--- config.mk ---
export PLATFORM = sky130hd
export DESIGN_NAME = sram_port_arbiter_flat
export DESIGN_NICKNAME = d
export VERILOG_FILES = /design/src/rtl/sram_port_arbiter_if.sv /design/src/rtl/sram_port_arbiter.sv /design/src/flat_wrapper.sv
export SDC_FILE = /design/constraint.sdc
export NUM_CORES = 1
export LEC_CHECK = 0
export CORE_AREA = 2 2 123 125
export DETAILED_ROUTE_END_ITERATION = 16
export DIE_AREA = 0 0 125 127
export PLACE_DENSITY = 0.63
export SETUP_SLACK_MARGIN = 0.4
export SYNTH_ARGS = -nofsm -noshare
export SYNTH_HDL_FRONTEND = slang
export SYNTH_SLANG_ARGS = --single-unit
--- constraint.sdc ---
create_clock -name clk -period 3.25 [get_ports clk]
set_input_delay 0.975 -clock clk [delete_from_list [all_inputs] [get_ports clk]]
set_output_delay 0.975 -clock clk [all_outputs]
set_load 0.01 [all_outputs]
--- src/rtl/sram_port_arbiter_if.sv ---
// One SRAM-like request/response port: req/addr_ok address phase, data_ok/rdata response.
// master drives the request fields, slave drives the handshakes and read data.
interface sram_port_arbiter_if;
  logic        req;
  logic        wr;
  logic [1:0]  size;
  logic [31:0] addr;
  logic [3:0]  wstrb;
  logic [31:0] wdata;
  logic        addr_ok;
  logic        data_ok;
  logic [31:0] rdata;

  modport master (
    output req, wr, size, addr, wstrb, wdata,
    input  addr_ok, data_ok, rdata
  );

  modport slave (
    input  req, wr, size, addr, wstrb, wdata,
    output addr_ok, data_ok, rdata
  );
endinterface

--- src/rtl/sram_port_arbiter.sv ---
// Shares one SRAM port between inst (M0) and data (M1); routes in-order responses by a tag FIFO.
// Latency 0 (combinational); a refused address phase keeps its grant, new grants stall while OUTST are pending.
module sram_port_arbiter #(
  parameter int OUTST      = 2,
  parameter int MAX_STREAK = 4
) (
  input logic                 clk,
  input logic                 reset,
  sram_port_arbiter_if.slave  inst,
  sram_port_arbiter_if.slave  data,
  sram_port_arbiter_if.master sram
);
  localparam int PW = $clog2(OUTST);
  localparam int CW = $clog2(OUTST + 1);
  localparam int SW = $clog2(MAX_STREAK + 1);

  logic [OUTST-1:0] tag_q;
  logic [PW-1:0]    rd_ptr;
  logic [PW-1:0]    wr_ptr;
  logic [CW-1:0]    count;
  logic             lock_vld;
  logic             lock_src;
  logic [SW-1:0]    streak;

  logic fifo_full;
  logic grant_src;
  logic grant_req;
  logic accept;
  logic pop;
  logic head;

  // A held (locked) request outranks everything; a saturated streak lets M0 jump ahead of M1.
  always_comb begin
    grant_src = 1'b0;
    if (lock_vld)
      grant_src = lock_src;
    else if (streak == SW'(MAX_STREAK) && inst.req)
      grant_src = 1'b0;
    else if (data.req)
      grant_src = 1'b1;
  end

  assign fifo_full = (count == CW'(OUTST));
  assign grant_req = !fifo_full && (grant_src ? data.req : inst.req);
  assign accept    = grant_req && sram.addr_ok;
  assign pop       = sram.data_ok && (count != '0);
  assign head      = tag_q[rd_ptr];

  assign sram.req   = grant_req;
  assign sram.wr    = grant_req && (grant_src ? data.wr : inst.wr);
  assign sram.size  = {2{grant_req}}  & (grant_src ? data.size  : inst.size);
  assign sram.addr  = {32{grant_req}} & (grant_src ? data.addr  : inst.addr);
  assign sram.wstrb = {4{grant_req}}  & (grant_src ? data.wstrb : inst.wstrb);
  assign sram.wdata = {32{grant_req}} & (grant_src ? data.wdata : inst.wdata);

  assign inst.addr_ok = accept && !grant_src;
  assign data.addr_ok = accept && grant_src;
  assign inst.data_ok = pop && !head;
  assign data.data_ok = pop && head;
  assign inst.rdata   = inst.data_ok ? sram.rdata : '0;
  assign data.rdata   = data.data_ok ? sram.rdata : '0;

  always_ff @(posedge clk) begin
    if (reset) begin
      tag_q    <= '0;
      rd_ptr   <= '0;
      wr_ptr   <= '0;
      count    <= '0;
      lock_vld <= 1'b0;
      lock_src <= 1'b0;
      streak   <= '0;
    end else begin
      if (accept) begin
        tag_q[wr_ptr] <= grant_src;
        wr_ptr        <= wr_ptr + PW'(1);
      end
      if (pop)
        rd_ptr <= rd_ptr + PW'(1);
      count <= count + CW'(accept) - CW'(pop);

      if (grant_req && !sram.addr_ok) begin
        lock_vld <= 1'b1;
        lock_src <= grant_src;
      end else if (accept) begin
        lock_vld <= 1'b0;
      end

      // Only M1 wins taken while M0 was waiting count toward the streak.
      if (accept) begin
        if (grant_src && inst.req)
          streak <= (streak == SW'(MAX_STREAK)) ? streak : streak + SW'(1);
        else
          streak <= '0;
      end
    end
  end
endmodule

--- src/flat_wrapper.sv ---
// flat-port wrapper written by rule: the top's interface ports become plain ports
module sram_port_arbiter_flat 
#(
  parameter int OUTST      = 2,
  parameter int MAX_STREAK = 4
)
  (clk, reset, inst_req, inst_wr, inst_size, inst_addr, inst_wstrb, inst_wdata, inst_addr_ok, inst_data_ok, inst_rdata, data_req, data_wr, data_size, data_addr, data_wstrb, data_wdata, data_addr_ok, data_data_ok, data_rdata, sram_req, sram_wr, sram_size, sram_addr, sram_wstrb, sram_wdata, sram_addr_ok, sram_data_ok, sram_rdata);
  sram_port_arbiter_if inst_i ();
  sram_port_arbiter_if data_i ();
  sram_port_arbiter_if sram_i ();
  input logic clk;
  input logic reset;
  input wire logic [$bits(inst_i.req)-1:0] inst_req;
  input wire logic [$bits(inst_i.wr)-1:0] inst_wr;
  input wire logic [$bits(inst_i.size)-1:0] inst_size;
  input wire logic [$bits(inst_i.addr)-1:0] inst_addr;
  input wire logic [$bits(inst_i.wstrb)-1:0] inst_wstrb;
  input wire logic [$bits(inst_i.wdata)-1:0] inst_wdata;
  output wire logic [$bits(inst_i.addr_ok)-1:0] inst_addr_ok;
  output wire logic [$bits(inst_i.data_ok)-1:0] inst_data_ok;
  output wire logic [$bits(inst_i.rdata)-1:0] inst_rdata;
  input wire logic [$bits(data_i.req)-1:0] data_req;
  input wire logic [$bits(data_i.wr)-1:0] data_wr;
  input wire logic [$bits(data_i.size)-1:0] data_size;
  input wire logic [$bits(data_i.addr)-1:0] data_addr;
  input wire logic [$bits(data_i.wstrb)-1:0] data_wstrb;
  input wire logic [$bits(data_i.wdata)-1:0] data_wdata;
  output wire logic [$bits(data_i.addr_ok)-1:0] data_addr_ok;
  output wire logic [$bits(data_i.data_ok)-1:0] data_data_ok;
  output wire logic [$bits(data_i.rdata)-1:0] data_rdata;
  output wire logic [$bits(sram_i.req)-1:0] sram_req;
  output wire logic [$bits(sram_i.wr)-1:0] sram_wr;
  output wire logic [$bits(sram_i.size)-1:0] sram_size;
  output wire logic [$bits(sram_i.addr)-1:0] sram_addr;
  output wire logic [$bits(sram_i.wstrb)-1:0] sram_wstrb;
  output wire logic [$bits(sram_i.wdata)-1:0] sram_wdata;
  input wire logic [$bits(sram_i.addr_ok)-1:0] sram_addr_ok;
  input wire logic [$bits(sram_i.data_ok)-1:0] sram_data_ok;
  input wire logic [$bits(sram_i.rdata)-1:0] sram_rdata;
  assign inst_i.req = inst_req;
  assign inst_i.wr = inst_wr;
  assign inst_i.size = inst_size;
  assign inst_i.addr = inst_addr;
  assign inst_i.wstrb = inst_wstrb;
  assign inst_i.wdata = inst_wdata;
  assign inst_addr_ok = inst_i.addr_ok;
  assign inst_data_ok = inst_i.data_ok;
  assign inst_rdata = inst_i.rdata;
  assign data_i.req = data_req;
  assign data_i.wr = data_wr;
  assign data_i.size = data_size;
  assign data_i.addr = data_addr;
  assign data_i.wstrb = data_wstrb;
  assign data_i.wdata = data_wdata;
  assign data_addr_ok = data_i.addr_ok;
  assign data_data_ok = data_i.data_ok;
  assign data_rdata = data_i.rdata;
  assign sram_req = sram_i.req;
  assign sram_wr = sram_i.wr;
  assign sram_size = sram_i.size;
  assign sram_addr = sram_i.addr;
  assign sram_wstrb = sram_i.wstrb;
  assign sram_wdata = sram_i.wdata;
  assign sram_i.addr_ok = sram_addr_ok;
  assign sram_i.data_ok = sram_data_ok;
  assign sram_i.rdata = sram_rdata;
  sram_port_arbiter #(.OUTST(OUTST), .MAX_STREAK(MAX_STREAK)) u_core (.clk(clk), .reset(reset), .inst(inst_i), .data(data_i), .sram(sram_i));
endmodule
==> summary.md <==
| Metric | Value |
|---|---|
| Final setup vio count | `28` |
| Met1 WL | `roughly 5200 µm` |
| Sw Ratio | `approximately 43%` |
| Metal2 WL | `between 8000 and 9000 µm` |
| Syn Nets | `about 570` |
| HPWL Detailed | `10700 µm` |
| Most used cell, CP | `buf_12` |
| Hold Vio Cnt, Final | `0` |
| Failing checks | `setup timing` |
| Clock Sinks | `11` |
| Vias in the first global route | `roughly 4400` |
| PD cells | `415 nW/µm²` |
| Final hold slack | `between 0.5 and 0.6 ns` |
| # DRC | `0` |
| Status | `finished, violations left` |
| NumNets Final | `roughly 900` |
| Worst Path Required | `2.27 ns` |
| Fin crit share | `102%` |
| Hold Path Class | `register to register` |
| Net Switching | `between 0.001 and 0.0015 W` |
| Fillcell total | `approximately 1400` |
| Actual slew at the worst max-slew pin | `0.513 ns` |
| CP Capture Point | `sram_wdata[13]` |
| Share of post-route cells with drive strength above 1 | `between 40 and 50%` |
| Slowest stage delay, CP | `about 0.15 ns` |
| R2r setup slk | `~1.2 ns` |
| Die footprint | `between 15000 and 20000 µm²` |
| DR vias | `approximately 4000` |
| Worst EP arrival | `between 2 and 2.5 ns` |
| Die Width | `125 µm` |
| Latest clock arrival within the worst-skew pair | `approximately 0.24 ns` |
| DR iter-0 viols | `77` |
| Initial antenna violation count | `0` |
| CTS Buf Count | `3` |
| Crit path cell chain | `buf_8, nor2b_4, buf_6, a21oi_4, buf_8, buf_12, buf_12, buf_12, buf_16, nand2_1, a21oi_2, buf_2` |
| Placed Area | `roughly 5900 µm²` |
| Startpoint Class | `input pin` |
| P&R area growth vs syn | `223%` |
| Leakage Power | `3.07 nW` |
| Port bufs | `319` |
| TNS Setup | `-0.635 ns` |
| Internal power | `between 0.0015 and 0.002 W` |
| Gate Count Post-Synth | `approximately 380` |
| Max VDD drop | `approximately 160 µV` |
| DR top layer | `met4` |
| Post-synthesis sequential area ratio | `between 10% and 20%` |
| Routed WL | `~15000 µm` |
| Std cell rows | `44` |
| Fin. max-slew vios | `0` |
| Dpl ws | `-0.760 ns` |
| Die height | `~130 µm` |
| Synthesized area | `between 2000 and 2500 µm²` |
| Slowest-stage cell, CP | `a21oi_4` |
| Fmax | `between 0.3 and 0.4 GHz` |
| Worst slew margin | `65.8%` |
| Diodes inserted | `0` |
| CTS tree | `yes` |
| Min cycle time layout | `between 3 and 4 ns` |
| Starting Density | `approximately 14%` |
| Reg2reg start | `u_core.lock_src` |
| Crit Path Category | `input pin to output port` |
| DRT Pass-1 Iters | `5` |
| Most common cell after layout, fill and taps aside | `clkdlybuf4s50_1` |
| Overall routing resource usage | `17.7%` |
| Clock power share | `under 10%` |
| FF+latch area | `around 220 µm²` |
| Reg2reg end | `u_core.streak[1]` |
| Commonest cells after routing, fill and taps aside | `clkdlybuf4s50_1 (176), buf_2 (113), nand2_1 (93)` |
| Clk pin slew, worst setup/hold paths | `0.04 ns` |
| Library cells used by synthesis | `27` |
| CTS Buffer Depth | `2` |
| Largest net degree at the start of global routing | `30` |
| Vias/cell | `between 4 and 5` |
| Synthesized flop and latch total | `11` |
| Sequential power share | `around 7.1%` |
| Setup crit start | `data_req` |
| Yosys warnings | `0` |
| Comb pwr share | `a little over four fifths` |
| Setup crit end kind | `output port` |
| RSZ-0062 raised after global routing | `yes` |
| Io pins | `320` |
| Core area | `14400 µm²` |
| CP Max Fanout | `6` |
| Multi-input gate area | `between 2000 and 2500 µm²` |
| # H-tree levels | `1` |
| Post-DRT Antenna Nets | `0` |
| Reg2reg path depth | `6` |
| GR Overflow Total | `0` |
| GPL Wtd Cong | `0.854` |
| Fin util | `between 40% and 50%` |
| WL per Instance | `approximately 17 µm` |
| Root Driver | `clkbuf_16` |
| Max Clock Skew | `about 0.0012 ns` |
| Max cap viols | `0` |
| First-pass GRT wire length | `22600 µm` |
| Post-route setup slack | `-0.0653 ns` |
| Final Cell Area | `6600 µm²` |
| Met3 Wirelength | `1120 µm` |
| Syn_area_per_cell | `roughly 5.4 µm²` |
-- cell usage after synthesis --
cell	n	share of area [%]
a31oi_1	1	0.31
nand3_1	3	0.73
xor2_1	2	0.86
mux2i_1	4	2.0
and2_2	1	0.37
nor3b_1	1	0.37
nand4_1	2	0.61
a32o_1	1	0.49
clkbuf_1	14	2.6
xnor2_1	2	0.86
nor2_1	8	1.5
a2111oi_4	1	1.3
nor2b_1	3	0.92
nand2_1	146	27
o21ai_0	6	1.5
a21oi_1	77	19
a311oi_1	2	0.86
buf_2	8	2.0
a21o_1	1	0.37
nor4b_1	1	0.43
buf_6	1	0.55
ha_1	3	1.8
dfxtp_1	11	11
and2_1	64	20
buf_1	9	1.7
a211o_2	1	0.49
inv_1	9	1.7
-- repair_timing --
action                     in CTS  in global routing
hold endpoints to repair        0                  0
setup buffers                  25                  6
gates resized for setup       664                 61
gates cloned                   14                  2
setup endpoints to repair     140                 95
pin swaps                      33                 34
hold buffers                    0                  0
-- stage by stage --
step / instances / power, W
5_1_grt: 922 / 0.00291
6_report: 922 / 0.00274
3_3_place_gp: 871 / 0.00210
2_1_floorplan: 382 / 0.00106
4_1_cts: 914 / 0.00264
3_5_place_dp: 871 / 0.00212
-- power by group through the flow --
stage               Combinational (W)  Sequential [W]  Clock [W]
finish                        0.00232        0.000195   0.000222
CTS                           0.00222        0.000193   0.000225
floorplan                    0.000877        0.000183          0
global route                  0.00248        0.000198   0.000232
detailed placement            0.00193        0.000189          0
global placement              0.00191        0.000187          0
-- flip-flops by register name, indices dropped and copies added (netlist names) --
signal           count
u_core.streak        3
u_core.count         2
u_core.tag_q         2
u_core.lock_src      1
u_core.lock_vld      1
u_core.rd_ptr        1
u_core.wr_ptr        1
-- critical path, delay by kind of cell --
kind | cells | cell delay [ns]
AOI/OAI and AO/OA | 2 | 0.26
buffers and inverters | 8 | 0.92
and+or+nand+nor | 2 | 0.19
-- cell type report --
class | count | share of cell area, %
multi-input combinational | 330 | 36.1
inverter | 9 | 0.549
clock buffer | 4 | 1.19
sequential | 11 | 3.33
tap | 184 | 3.49
timing repair buffer | 384 | 55.4
-- worst min path at each step --
stage / depth (start not counted) / slack (ns) / start / end
after global placement: 2 / 0.46 / u_core.streak[1] / u_core.streak[1]
after CTS: 2 / 0.50 / u_core.streak[0] / u_core.streak[0]
final: 2 / 0.50 / u_core.streak[0] / u_core.streak[0]
after detailed placement: 2 / 0.50 / u_core.streak[0] / u_core.streak[0]
after global routing: 2 / 0.52 / u_core.streak[0] / u_core.streak[0]
after floorplan: 2 / 0.45 / u_core.streak[1] / u_core.streak[1]
-- per-layer routing --
layer | global-route usage, % | vias to the layer above
li1 | - | 1951
met1 | 17.5 | 1865
met2 | 36.8 | 232
met3 | 3.48 | 28
met4 | 4.71 | 0
met5 | 0 | -
-- cells by family (layout without fill, tap and decap cells) --
logic type	count (synthesis)	in the layout	share of synthesized area (%)
mux	4	4	1.96
xor+xnor	4	4	1.71
compound gates	90	90	24.1
buf+inv	41	397	8.37
fa+ha+maj	3	3	1.83
flops	11	11	10.8
simple gates	229	229	51.2
(Power assumes the default switching activity.)
